`src/rtl/snake_dir_ctrl.sv`:
```
// snake_dir_ctrl: push-button front end for the snake game core.
// Synchronises and debounces four raw buttons, turns debounced rising edges
// into turn requests, filters out reversals/duplicates, and buffers up to two
// pending turns that are committed one per move_tick.
//
// Ports:
//   clk, rst_n                 clock, asynchronous active-low reset
//   btn_u/btn_d/btn_l/btn_r    raw asynchronous push-buttons, active-high
//   enable                     game running; low flushes and ignores input
//   restart                    one-cycle pulse: heading to INIT_DIR, flush
//   move_tick                  one-cycle pulse per snake step
//   direction                  committed heading (00 L, 01 R, 10 U, 11 D)
//   queue_count                pending turns, 0..2
//   dir_changed                pulse after a tick that altered direction
//   press_drop                 pulse when a debounced press is rejected
module snake_dir_ctrl #(
  parameter int unsigned DEBOUNCE_CYCLES = 1_000_000,
  parameter int unsigned CNT_W           = 20,
  parameter logic [1:0]  INIT_DIR        = 2'b01
) (
  input  logic       clk,
  input  logic       rst_n,
  input  logic       btn_u,
  input  logic       btn_d,
  input  logic       btn_l,
  input  logic       btn_r,
  input  logic       enable,
  input  logic       restart,
  input  logic       move_tick,
  output logic [1:0] direction,
  output logic [1:0] queue_count,
  output logic       dir_changed,
  output logic       press_drop
);

  localparam int unsigned NUM_BTN = 4;
  localparam logic [1:0] DIR_L = 2'b00;
  localparam logic [1:0] DIR_R = 2'b01;
  localparam logic [1:0] DIR_U = 2'b10;
  localparam logic [1:0] DIR_D = 2'b11;
  localparam logic [CNT_W-1:0] CNT_LAST = CNT_W'(DEBOUNCE_CYCLES - 1);

  // Bit order: 0 = up, 1 = down, 2 = left, 3 = right.
  logic [NUM_BTN-1:0] raw;
  logic [NUM_BTN-1:0] sync1, sync2, stable, stable_prev;
  logic [CNT_W-1:0]   cnt [NUM_BTN];
  logic [NUM_BTN-1:0] press;

  // Queue storage: head is the oldest entry, tail the youngest when full.
  logic [1:0] head, tail;

  logic [1:0] direction_nxt, count_nxt, head_nxt, tail_nxt;
  logic       changed_nxt, drop_nxt;
  logic       pop, reject;
  logic [1:0] req, ref_dir;

  assign raw   = {btn_r, btn_l, btn_d, btn_u};
  assign press = stable & ~stable_prev;

  // Two-flop synchroniser and per-button debounce filter.
  always_ff @(posedge clk or negedge rst_n) begin
    if (!rst_n) begin
      sync1       <= '0;
      sync2       <= '0;
      stable      <= '0;
      stable_prev <= '0;
      for (int i = 0; i < int'(NUM_BTN); i++) cnt[i] <= '0;
    end else begin
      sync1       <= raw;
      sync2       <= sync1;
      stable_prev <= stable;
      for (int i = 0; i < int'(NUM_BTN); i++) begin
        if (sync2[i] == stable[i]) begin
          cnt[i] <= '0;
        end else if (cnt[i] == CNT_LAST) begin
          stable[i] <= sync2[i];
          cnt[i]    <= '0;
        end else begin
          cnt[i] <= cnt[i] + 1'b1;
        end
      end
    end
  end

  // Turn acceptance, queue update and commit on move_tick.
  always_comb begin
    direction_nxt = direction;
    count_nxt     = queue_count;
    head_nxt      = head;
    tail_nxt      = tail;
    changed_nxt   = 1'b0;
    drop_nxt      = 1'b0;
    pop           = 1'b0;
    reject        = 1'b0;

    // Highest-priority press wins; lower simultaneous presses vanish.
    if (press[0])      req = DIR_U;
    else if (press[1]) req = DIR_D;
    else if (press[2]) req = DIR_L;
    else               req = DIR_R;

    // Compare against where the snake will be heading after the queue drains.
    if (queue_count == 2'd2)      ref_dir = tail;
    else if (queue_count == 2'd1) ref_dir = head;
    else                          ref_dir = direction;

    if (restart) begin
      direction_nxt = INIT_DIR;
      count_nxt     = 2'd0;
    end else if (!enable) begin
      count_nxt = 2'd0;
    end else begin
      pop = move_tick && (queue_count != 2'd0);
      if (pop) begin
        direction_nxt = head;
        changed_nxt   = (head != direction);
        head_nxt      = tail;
        count_nxt     = queue_count - 2'd1;
      end
      if (|press) begin
        reject = (req == ref_dir) || (req == (ref_dir ^ 2'b01)) ||
                 ((queue_count == 2'd2) && !pop);
        if (reject) begin
          drop_nxt = 1'b1;
        end else begin
          if (count_nxt == 2'd0) head_nxt = req;
          else                   tail_nxt = req;
          count_nxt = count_nxt + 2'd1;
        end
      end
    end
  end

  always_ff @(posedge clk or negedge rst_n) begin
    if (!rst_n) begin
      direction   <= INIT_DIR;
      queue_count <= 2'd0;
      head        <= 2'd0;
      tail        <= 2'd0;
      dir_changed <= 1'b0;
      press_drop  <= 1'b0;
    end else begin
      direction   <= direction_nxt;
      queue_count <= count_nxt;
      head        <= head_nxt;
      tail        <= tail_nxt;
      dir_changed <= changed_nxt;
      press_drop  <= drop_nxt;
    end
  end

endmodule

```
`config.mk`:
```
export PLATFORM = sky130hd
export DESIGN_NAME = snake_dir_ctrl
export DESIGN_NICKNAME = d
export VERILOG_FILES = /design/src/rtl/snake_dir_ctrl.sv
export SDC_FILE = /design/constraint.sdc
export NUM_CORES = 1
export LEC_CHECK = 0
export CAP_MARGIN = 5
export CORE_ASPECT_RATIO = 0.5
export CORE_MARGIN = 1
export CORE_UTILIZATION = 40
export DETAILED_ROUTE_END_ITERATION = 16
export PLACE_DENSITY = 0.56
export SLEW_MARGIN = 20
export SYNTH_ARGS = -nofsm -noshare
export SYNTH_HDL_FRONTEND = slang
export SYNTH_SLANG_ARGS = --single-unit
```
`constraint.sdc`:
```
create_clock -name clk -period 2 [get_ports clk]
set_input_delay 0.3 -clock clk [delete_from_list [all_inputs] [get_ports clk]]
set_output_delay 0.3 -clock clk [all_outputs]
set_load 0.005 [all_outputs]
```
# Word level (Yosys, flattened, before mapping)
# Cells that the tools add are included.
# op_classes
n_addsub	6
n_eq_ne	13
n_mux	34
bitwise	10
n_reduce_logical	17
# ops
operator	n
20-bit 2-to-1 mux	8
20-bit by 1-bit adder with 20-bit output (second input constant)	4
20-bit equality test (second input constant)	4
2-bit 2-to-1 mux	18
2-bit AND reduction	6
1-bit 2-to-1 mux	8
1-bit NOT	8
2-bit nonzero test	3
5-bit AND reduction	1
4-bit AND	1
1-bit equality test	4
2-bit equality test	2
4-bit NOT	1
4-bit OR reduction	1
2-bit by 1-bit adder with 2-bit output (second input constant)	1
2-bit by 1-bit equality test with 1-bit output (second input constant)	1
2-bit equality test (second input constant)	1
1-bit logical AND	2
2-bit zero test	1
1-bit logical OR	2
2-bit != test	1
2-bit by 1-bit subtractor with 2-bit output (second input constant)	1
1-bit zero test	1
# word_totals
register_bits	106
inputBits	9
out_inout_bits	6
word_cells	97

# Longest topological paths before layout
# Gate-level depths: netlist (run 1).
# depth
depth_word	12
depth_mapped	10

# Least setup slack after synthesis (run 1)
# Ideal clock, no wire load.
# synth_path
path_kind	register to register
from	reg queue_count[1]
to	reg head[0]
setup_ns	0.129
t_arrival_ns	1.955
t_required_ns	1.871
slack_ns	-0.083
path_stages_with_launch	8
n_path_buf	0
period_less_slack_ns	2.083
path_cell_list	dfrtp_1 -> inv_1 -> ha_1 -> mux2_4 -> mux2i_4 -> mux2i_2 -> a31oi_1 -> a2111o_1
# synth_between
elab_chain_cells	9
elab_cells_between_ends	22
cone_classes	1 x add/sub; 4 x eq/ne; 9 x mux; 1 x bitwise; 7 x reduce/logical
# synth_lines
item	line	rtl
start, declared	31	output logic [1:0] queue_count,
start signal, assigned	144	queue_count <= count_nxt;
parallel branches: the longest is 8 deep, another holds 2-bit by 1-bit subtractor with 2-bit output	--	
2-bit 2-to-1 mux (*)	120	if (|press) begin
end signal, assigned	145	head <= head_nxt;
end, declared	50	logic [1:0] head, tail;
# Every way passes the cells marked *. The select of a mux whose other input is x is not followed.
# A chain may end at the register's enable or synchronous reset.

# Worst setup path after layout (run 1)
# layout_path
from	reg queue_count[0]
to	reg head[0]
# Same word-level chain as after synthesis.

==> results of run 1 <==
==> cell type report <==
type	instances	area, sq um	share of cell area
sequential	106	2660	0.450
multi-input combinational	359	2330	0.395
tap	165	206	0.0350
clock buffer	12	256	0.0434
clock inverter	4	26.3	0.00445
inverter	10	37.5	0.00636
timing repair buffer	39	390	0.0661
==> per-layer routing <==
| metal | track usage | part of all wire |
|---|---|---|
| met5 | 0 | 0 |
| met3 | 0.0398 | 0.023 |
| met2 | 0.233 | 0.43 |
| met4 | 0.0295 | 0.0069 |
| met1 | 0.202 | 0.54 |
==> cells in the final DEF (no fill, tap or decap), drive strengths merged, types with 8 or more instances in the layout <==
cell / instances
dfrtp: 105
nor2: 95
xor2: 50
nand2: 39
xnor2: 30
nand3: 29
buf: 25
nand4: 16
clkdlybuf4s50: 13
and3: 12
clkbuf: 12
nor3: 10
inv: 10
and4: 9
ha: 8
==> cell families after synthesis <==
family | synth area share
XOR/XNOR | 0.139
adder cells (fa/ha/maj) | 0.0199
AO/OA/AOI/OAI | 0.0219
buffers and inverters | 0.0189
AND/OR/NAND/NOR | 0.244
multiplexers | 0.0276
flip-flops | 0.528
==> metrics by stage <==
step                setup TNS, ns  instances  power (uW)  area, sq um  setup WS, ns
detailed placement         -0.107        675        2400         5540       -0.0450
CTS                             0        694        4090         5880       0.00131
finish                    -0.0202        695        4020         5900       -0.0202
floorplan                 -0.0639        485        2300         5030       -0.0409
global route               -0.465        695        4190         5900        -0.116
global placement          -0.0358        675        2400         5540       -0.0183
==> repair_timing <==
action / CTS / global route
pin swaps: 3 / 6
hold buffers: 1 / 0
setup buffers: 2 / 1
endpoints found under the hold margin: 32 / 0
endpoints found under the setup margin: 3 / 47
gates resized for setup: 10 / 3
==> synth_stat cells, types with 2 or more instances <==
master,count,area share
mux2_2,6,0.013
nor4b_1,3,0.0052
nor4_2,2,0.0050
and2b_2,2,0.0035
ha_1,8,0.020
inv_1,10,0.0075
and4_1,9,0.016
a31oi_1,2,0.0025
nand4_1,16,0.020
a21oi_1,4,0.0040
nand3_1,29,0.029
xnor2_1,30,0.052
and2_1,4,0.0050
nor2_1,95,0.071
nand4b_1,2,0.0035
and3_1,12,0.015
xor2_1,50,0.087
dfrtp_1,105,0.52
nor4_1,5,0.0062
nand2_1,38,0.028
or2_1,2,0.0025
a21o_2,2,0.0035
nand2b_1,6,0.0075
nor3_1,9,0.0090
buf_2,8,0.0080
mux2i_1,2,0.0040
nor4bb_1,3,0.0060
==> power breakdown <==
part | switching, uW | internal [uW] | leakage (uW)
clock network | 748 | 911 | 0.000139
registers | 23.6 | 2170 | 0.00145
logic | 97.4 | 65.8 | 0.00100
total | 869 | 3150 | 0.00259
==> how the worst min path moves through the flow <==
stage	slack, ns	startpoint	end	depth (start not counted)
CTS	0.35	sync1[0]$_DFF_PN0_	sync2[0]$_DFF_PN0_	0
finish	0.35	sync1[0]$_DFF_PN0_	sync2[0]$_DFF_PN0_	0
global route	0.37	sync1[2]$_DFF_PN0_	sync2[2]$_DFF_PN0_	0
floorplan	0.004	rst_n	cnt[0]$_DFF_PN0_	0
detailed placement	0.30	rst_n	cnt[62]$_DFF_PN0_	1
global placement	0.30	rst_n	cnt[62]$_DFF_PN0_	1
==> registers in the layout (all words and copies together) (netlist names) <==
| register | cells |
|---|---|
| cnt | 80 |
| tail | 2 |
| stable_prev | 4 |
| sync1 | 4 |
| queue_count | 2 |
| press_drop | 1 |
| sync2 | 4 |
| direction | 2 |
| stable | 4 |
| head | 2 |
| dir_changed | 1 |
==> worst register-to-register path: stages (launching register included) <==
cell and delay (ns):
dfrtp_2 0.45, ha_4 0.17, mux2_4 0.30, mux2i_4 0.20
mux2i_4 0.32, a31oi_1 0.11, a2111o_1 0.35
==> out/results.tsv, run 1 <==
metric	value	unit
Hold Crit Class	register to register	
delay-heaviest family, CP	multiplexers	
Detail Route Antenna Nets	0	
R2R cell count	6	
Chip Width	161	um
number of fill cells in the layout	1110	
Syn. warnings	0	
cell mode on critical path	mux2i_4	
initial cell density of the core	0.418	
buffers added on ports	14	
worst vdd ir	0.403	mV
Hold WS	0.349	ns
sequential element share of the synthesized area	0.528	
relative slew slack	0.673	
Max clock buf depth	2	
Max Transition Viols Final	0	
reg-to-reg slack, setup	-0.02	ns
FP Rows	28	
CP cell instances	ha_4 > mux2_4 > mux2i_4 > mux2i_4 > a31oi_1 > a2111o_1	
first-pass iteration count of the detailed router	4	
Max FO, Critical Path	6	
first-pass GRT wire length	15400	um
vias in the first global route	3292	
Worst path depth	6	
routed wire length	8530	um
CP Launch Type	register	
worst reg2reg endpoint	head[0]$_DFFE_PN0P_	
Syn Inst Count	485	
power per standard cell area	680	mW/mm^2
Tot GR Track Use	0.147	
total grt overflow	0	
final net count	542	
failing checks	negative setup slack	
placed wire-length estimate	5910	um
Worst setup endpoint	head[0]$_DFFE_PN0P_	
final core occ	0.491	
Buf+Inv Stages, Crit Path	0	
detailed-route DRC error count	0	
routability cong.	0.778	
CP startpoint	queue_count[0]$_DFF_PN0_	
CP Data Arrival Time	2.24	ns
total CTS buffers	9	
Setup WS post-layout	-0.0202	ns
later-pin clock latency in the skew report	0.33	ns
launch point of the worst reg-to-reg path	queue_count[0]$_DFF_PN0_	
maxcap violations	0	
largest net degree at the start of global routing	36	
TritonCTS clock tree	built	
Pleak	0.00259	uW
# setup viols final	1	
Synth Net Count	502	
number of flops mapped to enable cells by yosys	0	
synth unique cells	48	
DIE AREA	0.0130	sq mm
slowest stage delay, CP	0.45	ns
Placeable Area	0.0120	sq mm
share of cells above drive strength 1	0.138	
RSZ-0062 raised after global routing	true	
Die Y	81.3	um
ANT cells	0	
CP Capture Type	register	
crit path kind	register to register	
DR WL/cell	12.3	um
asr flop ratio synth	1.00	
Tmin final	2.02	ns
Least-Margin Pin Slew	0.491	ns
syn_area_per_cell	10.4	sq um
drt via density	4.84	
Top Ports	15	
Final Hold Viols	0	
status	finished with violations	
CP max-delay cell	dfrtp_2	
initial antenna violation count	0	
Reg clk slew, reported paths	0.07	ns
area added between synthesis and finish	17.5	%
maximum clock rate	495	MHz
prevailing post-synth register cell	dfrtp_1	
Vias	3364	
clock root buffer	clkbuf_16	
TritonCTS Sinks	106	
synthesized flop and latch total	106	
Worst EP required	2.22	ns
synthesized cell area	0.00502	sq mm
skew final	0.0120	ns
Final period util	1.01	
H-tree depth	3	
DR iter-0 viols	148	
Note: power is estimated with default switching activity, not from simulation.
==> run 2: changes to the inputs <==
--- a/config.mk
+++ b/config.mk
@@ -7,10 +7,10 @@
 export LEC_CHECK = 0
 export CAP_MARGIN = 5
 export CORE_ASPECT_RATIO = 0.5
-export CORE_MARGIN = 1
+export CORE_MARGIN = 2
 export CORE_UTILIZATION = 40
 export DETAILED_ROUTE_END_ITERATION = 16
-export PLACE_DENSITY = 0.56
+export PLACE_DENSITY = 0.54
 export SLEW_MARGIN = 20
 export SYNTH_ARGS = -nofsm -noshare
 export SYNTH_HDL_FRONTEND = slang
==> constraint.sdc (replaced) <==
create_clock -name clk -period 2.39 [get_ports clk]
set_input_delay 0.3585 -clock clk [delete_from_list [all_inputs] [get_ports clk]]
set_output_delay 0.3585 -clock clk [all_outputs]
set_load 0.005 [all_outputs]
==> run 2 against run 1 <==
The run ends with negative hold slack left. Non-clock buffer count fell by 14. Routed wire length rose by 1.8%. Sequential power fell by 16%. Design area fell by 3.0%. Maximum frequency fell by 5.9%. Utilization fell by 1.5 points. Critical path depth rose by 1. Worst setup slack improved by 0.26 ns. First-iteration DRC count rose by 2.0%. Flip-flop and latch count did not move. Final cell count fell by 2.0%.
==> out/results.tsv, run 2 (same netlist as run 1, synthesis figures left out) <==
metric	value	unit
Vias	3324	
DR iter-0 viols	151	
Hold Crit Class	input port to asynchronous set/reset pin	
Placed Instance Area	0.00541	sq mm
routability cong.	0.769	
Setup WS post-layout	0.244	ns
total grt overflow	0	
area added between synthesis and finish	13.9	%
first-pass GRT wire length	15500	um
Total Power	3550	uW
buffers added on ports	14	
Largest Register	cnt	
vias in the first global route	3248	
post-CTS repair timing setup buffer count	0	
commonest non-fill, non-tap cell in the layout	dfrtp_1	
Chip Width	163	um
first-pass iteration count of the detailed router	4	
Detail Route Antenna Nets	0	
max reg flops	80	
# setup viols final	0	
FP Rows	28	
maximum clock rate	466	MHz
drt via density	4.88	
failing checks	negative hold slack	
largest net degree at the start of global routing	40	
Reg clk slew, reported paths	0.07	ns
status	finished with violations	
RSZ-0062 raised after global routing	false	
Setup WS pre-CTS	0.237	ns
TritonCTS clock tree	built	
fin area	0.00573	sq mm
R2R cell count	7	
CP Data Arrival Time	2.37	ns
Tot GR Track Use	0.141	
total CTS buffers	9	
Final period util	0.898	
share of cells above drive strength 1	0.0969	
Max Transition Viols Final	0	
launch point of the worst reg-to-reg path	queue_count[1]$_DFF_PN0_	
detailed-route DRC error count	0	
Top Ports	15	
Worst EP required	2.62	ns
setup TNS	0	ns
clock root buffer	clkbuf_16	
CP Launch Type	register	
reg-to-reg slack, setup	0.24	ns
crit path kind	register to register	
DIE AREA	0.0135	sq mm
CP Capture Type	register	
power per standard cell area	620	mW/mm^2
worst vdd ir	0.292	mV
Pleak	0.00251	uW
later-pin clock latency in the skew report	0.34	ns
initial antenna violation count	0	
DR WL/cell	12.8	um
Die Y	83.3	um
most frequent cells in the layout	dfrtp_1, nor2_1, xor2_1	
Max FO, Critical Path	6	
TritonCTS Sinks	106	
Least-Margin Pin Slew	0.641	ns
worst reg2reg endpoint	head[0]$_DFFE_PN0P_	
Placeable Area	0.0120	sq mm
Max clock buf depth	2	
Hold WS	-0.00721	ns
relative slew slack	0.570	
ANT cells	0	
H-tree depth	3	
Final Hold Viols	5	
maxcap violations	0	
cts hold-fix bufs	0	
routed wire length	8690	um
placed wire-length estimate	5840	um
final net count	528	
number of gates resized after cts	0	
skew final	0.00337	ns
Tmin final	2.15	ns
initial cell density of the core	0.418	
run 2: changes by cell type in the layout (fill, tap and decap cells not counted), sizes merged:
| cell | previous run | this run |
|---|---|---|
| buf | 25 | 12 |
| bufinv | 0 | 2 |
| clkbuf | 12 | 10 |
| clkinv | 3 | 4 |
| clkinvlp | 1 | 0 |
| dlygate4sd3 | 1 | 0 |
run 2: where the power goes:
group,internal (uW),switching [uW]
clock,940,654
sequential,1820,19.7
combinational,43.2,79.3
total,2800,753
run 2: worst max-delay path by stage:
| stage | from | to | slack (ns) | cells past startpoint |
|---|---|---|---|---|
| after floorplan | queue_count[1]$_DFF_PN0_ | head[0]$_DFFE_PN0P_ | 0.31 | 7 |
| after global placement | move_tick | tail[1]$_DFFE_PN0P_ | 0.26 | 7 |
| after detailed placement | move_tick | tail[1]$_DFFE_PN0P_ | 0.24 | 7 |
| after CTS | queue_count[1]$_DFF_PN0_ | head[0]$_DFFE_PN0P_ | 0.25 | 7 |
| after global routing | queue_count[0]$_DFF_PN0_ | head[1]$_DFFE_PN0P_ | 0.06 | 8 |
| final | queue_count[1]$_DFF_PN0_ | head[0]$_DFFE_PN0P_ | 0.24 | 7 |
run 2: layer usage:
metal,up-vias,global-route usage,routed length [um]
li1,1678,-,-
met1,1600,0.206,4800
met2,35,0.203,3520
met3,11,0.0410,273
met4,0,0.0410,97
met5,-,0,0
run 2: critical path: stages, from the launching register on:
cell and delay, ns:
dfrtp_1 0.41, inv_1 0.09, ha_1 0.16, mux2_4 0.31, mux2i_4 0.21, mux2i_2 0.37, a31oi_1 0.13, a2111o_1 0.34
run 2: layout make-up:
type,count,area [sq um]
clock buffers,10,239
clock inverters,6,80.1
fillers,1127,6290
inverters,10,37.5
multi-input cells,359,2280
flip-flops and latches,106,2650
well taps,165,206
repair buffers,25,233
run 2: stage by stage:
stage / hold slack, ns / util / instances
2_1_floorplan: 0.0629 / - / 485
3_3_place_gp: 0.343 / 0.450 / 665
3_5_place_dp: 0.344 / 0.450 / 665
4_1_cts: 0.00155 / 0.476 / 681
5_1_grt: 0.0333 / 0.476 / 681
6_report: -0.00721 / 0.476 / 681
